===== config.mk =====
export PLATFORM = sky130hd
export DESIGN_NAME = nibble_ctrl_fsm_flat
export DESIGN_NICKNAME = d
export VERILOG_FILES = /design/src/rtl/nibble_pkg.sv /design/src/rtl/nibble_ctrl_fsm_if.sv /design/src/rtl/nibble_pc_next.sv /design/src/rtl/nibble_ctrl_fsm.sv /design/src/flat_wrapper.sv
export SDC_FILE = /design/constraint.sdc
export NUM_CORES = 1
export LEC_CHECK = 0
export ABC_AREA = 1
export CORE_UTILIZATION = 44
export CTS_CLUSTER_SIZE = 16
export DETAILED_ROUTE_END_ITERATION = 6
export PLACE_DENSITY = 0.85
export SYNTH_ARGS = -nofsm -noshare
export SYNTH_HDL_FRONTEND = slang
export SYNTH_SLANG_ARGS = --single-unit

===== constraint.sdc =====
create_clock -name clk -period 2.8 [get_ports clk]
set_clock_uncertainty 0.15 [all_clocks]
set_input_delay 0.56 -clock clk [delete_from_list [all_inputs] [get_ports clk]]
set_output_delay 0.56 -clock clk [all_outputs]
set_load 0.01 [all_outputs]

===== src/rtl/nibble_pkg.sv =====
// Shared encodings for the nibble controller: opcodes, ALU ops, FSM states, field widths.
// Pure constants/functions; no latency, no backpressure.
package nibble_pkg;

    localparam int INSTR_W = 24;
    localparam int OP_W    = 3;
    localparam int REG_W   = 5;
    localparam int IMM_W   = 8;

    localparam logic [OP_W-1:0] OP_LDI  = 3'd0;
    localparam logic [OP_W-1:0] OP_ADD  = 3'd1;
    localparam logic [OP_W-1:0] OP_SUB  = 3'd2;
    localparam logic [OP_W-1:0] OP_AND  = 3'd3;
    localparam logic [OP_W-1:0] OP_OR   = 3'd4;
    localparam logic [OP_W-1:0] OP_JMP  = 3'd5;
    localparam logic [OP_W-1:0] OP_BRZ  = 3'd6;
    localparam logic [OP_W-1:0] OP_HALT = 3'd7;

    localparam logic [1:0] ALU_ADD = 2'b00;
    localparam logic [1:0] ALU_SUB = 2'b01;
    localparam logic [1:0] ALU_AND = 2'b10;
    localparam logic [1:0] ALU_OR  = 2'b11;

    localparam logic [2:0] ST_IDLE   = 3'd0;
    localparam logic [2:0] ST_FETCH  = 3'd1;
    localparam logic [2:0] ST_DECODE = 3'd2;
    localparam logic [2:0] ST_EXEC   = 3'd3;
    localparam logic [2:0] ST_HALT   = 3'd4;

    localparam logic [1:0] PCSEL_HOLD = 2'd0;
    localparam logic [1:0] PCSEL_INC  = 2'd1;
    localparam logic [1:0] PCSEL_TGT  = 2'd2;
    localparam logic [1:0] PCSEL_RST  = 2'd3;

    function automatic logic is_alu_op(input logic [OP_W-1:0] op);
        return (op == OP_ADD) || (op == OP_SUB) || (op == OP_AND) || (op == OP_OR);
    endfunction

    function automatic logic [1:0] alu_of_op(input logic [OP_W-1:0] op);
        case (op)
            OP_SUB:  return ALU_SUB;
            OP_AND:  return ALU_AND;
            OP_OR:   return ALU_OR;
            default: return ALU_ADD;
        endcase
    endfunction

endpackage


===== src/rtl/nibble_ctrl_fsm_if.sv =====
// Instruction-memory fetch bus: req held until a one-cycle ack strobe carries the word.
// No latency of its own; the memory stalls the controller simply by withholding ack.
interface nibble_ctrl_fsm_if #(
    parameter int PC_W = 8
);
    import nibble_pkg::*;

    logic               imem_req;
    logic [PC_W-1:0]    imem_addr;
    logic               imem_ack;
    logic [INSTR_W-1:0] imem_data;

    modport master (
        output imem_req,
        output imem_addr,
        input  imem_ack,
        input  imem_data
    );

    modport slave (
        input  imem_req,
        input  imem_addr,
        output imem_ack,
        output imem_data
    );

endinterface


===== src/rtl/nibble_pc_next.sv =====
// Combinational next-PC select: hold, increment (wrapping), jump target, or reset vector.
// Zero latency; no backpressure.
module nibble_pc_next
    import nibble_pkg::*;
#(
    parameter int              PC_W     = 8,
    parameter logic [PC_W-1:0] RESET_PC = '0
) (
    input  logic [1:0]       sel,
    input  logic [PC_W-1:0]  pc,
    input  logic [IMM_W-1:0] target,
    output logic [PC_W-1:0]  pc_nxt
);

    logic [PC_W-1:0] tgt;

    // Narrow PCs drop the upper target bits, wide PCs zero-extend it.
    always_comb begin
        tgt = '0;
        for (int i = 0; i < PC_W; i++) begin
            if (i < IMM_W) tgt[i] = target[i];
        end
    end

    always_comb begin
        pc_nxt = pc;
        case (sel)
            PCSEL_INC: pc_nxt = pc + PC_W'(1);
            PCSEL_TGT: pc_nxt = tgt;
            PCSEL_RST: pc_nxt = RESET_PC;
            default:   pc_nxt = pc;
        endcase
    end

endmodule


===== src/rtl/nibble_ctrl_fsm.sv =====
// Fetch/decode/execute controller, one instruction in flight; NIBBLE_RETIRE_CNT_EN adds retired_cnt.
// 3 cycles per instruction with zero-wait memory; stalls in FETCH until imem_ack.
module nibble_ctrl_fsm
    import nibble_pkg::*;
#(
    parameter int              PC_W     = 8,
    parameter logic [PC_W-1:0] RESET_PC = '0
) (
    input  logic                clk,
    input  logic                rst,
    input  logic                start,
    nibble_ctrl_fsm_if.master   imem,
    output logic [INSTR_W-1:0]  ir,
    input  logic [OP_W-1:0]     dec_op_code,
    input  logic [IMM_W-1:0]    dec_y,
    input  logic                alu_zero,
    output logic [1:0]          alu_op,
    output logic                alu_src_imm,
    output logic                rf_we,
    output logic [PC_W-1:0]     pc,
    output logic                busy,
    output logic                halted
`ifdef NIBBLE_RETIRE_CNT_EN
    ,
    output logic [31:0]         retired_cnt
`endif
);

    logic [2:0]      state;
    logic [2:0]      state_nxt;
    logic [1:0]      pc_sel;
    logic [PC_W-1:0] pc_nxt;
    logic            zflag;
    logic            in_exec;
    logic            restart;

    assign in_exec = (state == ST_EXEC);
    assign restart = (state == ST_HALT) && start;

    always_comb begin
        state_nxt = state;
        pc_sel    = PCSEL_HOLD;
        case (state)
            ST_IDLE:   if (start) state_nxt = ST_FETCH;
            ST_FETCH:  if (imem.imem_ack) state_nxt = ST_DECODE;
            ST_DECODE: state_nxt = ST_EXEC;
            ST_EXEC: begin
                state_nxt = ST_FETCH;
                case (dec_op_code)
                    OP_JMP:  pc_sel = PCSEL_TGT;
                    OP_BRZ:  pc_sel = zflag ? PCSEL_TGT : PCSEL_INC;
                    OP_HALT: state_nxt = ST_HALT;
                    default: pc_sel = PCSEL_INC;
                endcase
            end
            ST_HALT: begin
                if (start) begin
                    state_nxt = ST_FETCH;
                    pc_sel    = PCSEL_RST;
                end
            end
            default:   state_nxt = ST_IDLE;
        endcase
    end

    nibble_pc_next #(
        .PC_W     (PC_W),
        .RESET_PC (RESET_PC)
    ) u_pc_next (
        .sel    (pc_sel),
        .pc     (pc),
        .target (dec_y),
        .pc_nxt (pc_nxt)
    );

    always_ff @(posedge clk) begin
        if (rst) begin
            state <= ST_IDLE;
            pc    <= RESET_PC;
            ir    <= '0;
            zflag <= 1'b0;
        end else begin
            state <= state_nxt;
            pc    <= pc_nxt;
            // Acks outside FETCH are stray strobes and must not touch the IR.
            if ((state == ST_FETCH) && imem.imem_ack) ir <= imem.imem_data;
            if (in_exec && is_alu_op(dec_op_code)) begin
                zflag <= alu_zero;
            end else if (restart) begin
                zflag <= 1'b0;
            end
        end
    end

`ifdef NIBBLE_RETIRE_CNT_EN
    always_ff @(posedge clk) begin
        if (rst || restart) begin
            retired_cnt <= '0;
        end else if (in_exec && (dec_op_code != OP_HALT)) begin
            retired_cnt <= retired_cnt + 32'd1;
        end
    end
`endif

    assign imem.imem_req  = (state == ST_FETCH);
    assign imem.imem_addr = pc;
    assign busy           = (state == ST_FETCH) || (state == ST_DECODE) || in_exec;
    assign halted         = (state == ST_HALT);
    assign alu_src_imm    = in_exec && (dec_op_code == OP_LDI);
    assign rf_we          = in_exec && ((dec_op_code == OP_LDI) || is_alu_op(dec_op_code));
    assign alu_op         = (in_exec && is_alu_op(dec_op_code)) ? alu_of_op(dec_op_code) : ALU_ADD;

endmodule

===== src/flat_wrapper.sv =====
// flat-port wrapper written by rule: the top's interface ports become plain ports
module nibble_ctrl_fsm_flat import nibble_pkg::*;
#(
    parameter int              PC_W     = 8,
    parameter logic [PC_W-1:0] RESET_PC = '0
)
  (clk, rst, start, ir, dec_op_code, dec_y, alu_zero, alu_op, alu_src_imm, rf_we, pc, busy, halted, imem_imem_req, imem_imem_addr, imem_imem_ack, imem_imem_data);
  nibble_ctrl_fsm_if #(.PC_W(PC_W)) imem_i ();
  input  logic clk;
  input  logic rst;
  input  logic start;
  output logic [INSTR_W-1:0] ir;
  input  logic [OP_W-1:0] dec_op_code;
  input  logic [IMM_W-1:0] dec_y;
  input  logic alu_zero;
  output logic [1:0] alu_op;
  output logic alu_src_imm;
  output logic rf_we;
  output logic [PC_W-1:0] pc;
  output logic busy;
  output logic halted;
  output wire logic [$bits(imem_i.imem_req)-1:0] imem_imem_req;
  output wire logic [$bits(imem_i.imem_addr)-1:0] imem_imem_addr;
  input wire logic [$bits(imem_i.imem_ack)-1:0] imem_imem_ack;
  input wire logic [$bits(imem_i.imem_data)-1:0] imem_imem_data;
  assign imem_imem_req = imem_i.imem_req;
  assign imem_imem_addr = imem_i.imem_addr;
  assign imem_i.imem_ack = imem_imem_ack;
  assign imem_i.imem_data = imem_imem_data;
  nibble_ctrl_fsm #(.PC_W(PC_W), .RESET_PC(RESET_PC)) u_core (.clk(clk), .rst(rst), .start(start), .imem(imem_i), .ir(ir), .dec_op_code(dec_op_code), .dec_y(dec_y), .alu_zero(alu_zero), .alu_op(alu_op), .alu_src_imm(alu_src_imm), .rf_we(rf_we), .pc(pc), .busy(busy), .halted(halted));
endmodule

==> flow_summary.toml <==
[run_status]
status = "completed"

[routing]
drc = 0
dr.pass1.iters = 4
wl_met1_um = 1966
drt_iter0_drc = 97
highest_layer = "met4"
met3WireLength_um = 403
drt_wl_total_um = 4459
vias = 1906
wl_met2_um = 2069
viasPerCell = 4.789
wire_per_inst_um = 11.20
postRouteAntennaNets = 0

[synth]
syn_avg_cell_area_um2 = 6.875
synth-warning-count = 0
synth_fp_nets = 306
netlist.top_cell.by_area = "dfxtp_1"
synth_top_area_frac = 0.3956
synthTopCellsByArea = "dfxtp_1, nor2_1, nand2_1"
ys_ff_latch = 36
ys_seq_area_frac = 0.3956
ys_types = 24
synth_area_um2 = 1822
syn_inst = 265

[power_and_ir_drop]
net-switching-power_uw = 347.5
powerDensity_nw_per_um2 = 445.7
combPwrFrac = 0.245
p_int_uw = 891.7
irDropWorstVdd_mv = 0.3330
clock_power_share = 0.289
swShare = 0.2804
seqPwrFrac = 0.466
power_mw = 1.239
power_leakage_nw = 1.221

[timing]
setup_slack_ns = 0.1664
setup_viol = 0
hold_violations = 0
slew_headroom = 0.7930
drv_slew = 0
grt_setup_unrepaired = "no"
clock.fmax_ghz = 0.3797
setup_tns_ns = 0
fin_crit_sh = 0.9406
holdWs_ns = 0.3553
tightest_slew_ns = 0.3095
fin_crit_ns = 2.634

[cts]
clock_path_buffers = 2
clk_pin_slew_worst_paths_ns = 0.07
cts_tree = "yes"
cts.sinks = 36
cts_buffers = 5
clk_latency_ns = 0.28
cts_max_level = 2
cts_root_buffer = "clkbuf_8"
post_cts_buffers = 0

[floorplan]
io_pins = 87
die_w_um = 66.35
core-area_um2 = 4000
initial_core_util = 0.4554
std_cell_rows = 23
die_area_um2 = 4402
die_h_um = 66.35

[critical_path]
crit_path_frequent_cell = "clkdlybuf4s50_1"
cp-start-kind = "primary input"
crit_chain = "clkdlybuf4s50_1, inv_1, nand2_1, nor2_1, clkdlybuf4s50_1"
cp-end-kind = "primary output"
crit_fanout = 4
critical_path_buf_inv_count = 3
crit_family = "buffers and inverters"
reg2reg_slack_ns = 1.19
startpoint = "dec_op_code[2]"
cp_slowest_cell = "clkdlybuf4s50_1"
required_ns = 2.09
slowest_delay_ns = 0.54
crit_type = "in2out"
arrival_ns = 1.92
crit-reg2reg-launch = "u_core.state[2]"

[global_route]
grt_remaining_overflow = 0
grt_pass1_vias = 1646
grt_pass1_wl_um = 7307
antenna_found_initial = 0
grt_max_degree = 30
grt.total_usage = 0.2172

[finish]
num_antenna_cells = 0
drive_gt1_frac = 0.08621
layout_commonest_cell = "clkdlybuf4s50_1"
syn2layout_area_growth_pct = 52.61
fin_nets = 388
n_fill_cell = 334
final_cell_mix = "clkdlybuf4s50_1, nor2_1, dfxtp_1"
stdcell_area_um2 = 2780

[job]
maxCapViolations = 0

[placement]
placed_cell_area_um2 = 2688
dp_slack_ns = 0.01270
hpwl_um = 3207
io_buffer_count = 86
gp_congestion = 0.8142

[min_path]
hold_path.class = "reg2reg"
hp-start = "u_core.ir[8]"
## repair_timing
action	in CTS	in global routing
setup endpoints to repair	0	4
gates resized for setup	0	2
hold buffers	0	0
## per-layer routing
layer	up-vias	GRT usage
met4	0	0.07181
li1	1001	-
met2	64	0.3418
met3	2	0.08621
met5	-	0
met1	839	0.2681
## synthesized netlist by cell type, drive strengths merged
library cell,instances
nor2,73
nand2,40
dfxtp,36
o21ai,32
inv,26
nand3,16
a21oi,13
buf,13
clkbuf,4
nand4,3
o21bai,2
xor2,2
a211oi,1
ha,1
o211ai,1
o22ai,1
xnor2,1
## final timing paths
path	to	cells past startpoint
worst min-delay path	u_core.ir[8]	2
worst max register to register	u_core.imem.imem_addr[4]	8
worst max-delay path	alu_src_imm	5
worst min register to register	u_core.ir[8]	2
## power groups by stage
| stage | Combinational (mW) | Sequential [mW] | Clock, mW |
|---|---|---|---|
| global placement | 0.300 | 0.586 | 0 |
| finish | 0.304 | 0.578 | 0.358 |
| detailed placement | 0.304 | 0.588 | 0 |
| CTS | 0.306 | 0.577 | 0.369 |
| global route | 0.334 | 0.583 | 0.395 |
| floorplan | 0.119 | 0.604 | 0 |
## final cells by class
| class | instances | area (um^2) | share of cell area |
|---|---|---|---|
| Sequential cell | 36 | 720.7 | 0.2592 |
| Inverter | 26 | 97.59 | 0.03510 |
| Clock buffer | 5 | 68.82 | 0.02475 |
| Multi-Input combinational cell | 186 | 900.9 | 0.3240 |
| Clock inverter | 3 | 18.77 | 0.006751 |
| Timing Repair Buffer | 92 | 910.9 | 0.3276 |
| Tap cell | 50 | 62.56 | 0.02250 |
## cell families (layout without fill, tap and decap cells)
group	count (synthesis)	after routing	synth area share
simple gates	132	132	0.3297
buf+inv	43	126	0.1099
flops	36	36	0.3956
compound gates	50	50	0.1435
fa+ha+maj	1	1	0.006867
xor+xnor	3	3	0.01443
## registers in the layout, indices dropped and copies added (netlist names)
register               cells
u_core.imem.imem_addr      8
u_core.ir                 24
u_core.state               3
u_core.zflag               1
## stage by stage
stage / instances / utilization
finish: 398 / 0.6950
global route: 398 / 0.6950
floorplan: 265 / -
global placement: 390 / 0.6719
detailed placement: 390 / 0.6719
CTS: 398 / 0.6938
## tightest hold or removal path: cells and delay by family, from the launching register on
kind               cells  cell delay (ns)
DFF                    1             0.33
and+or+nand+nor        1             0.08
AOI/OAI and AO/OA      1             0.07
No activity file was read; power rests on OpenSTA's default activity.
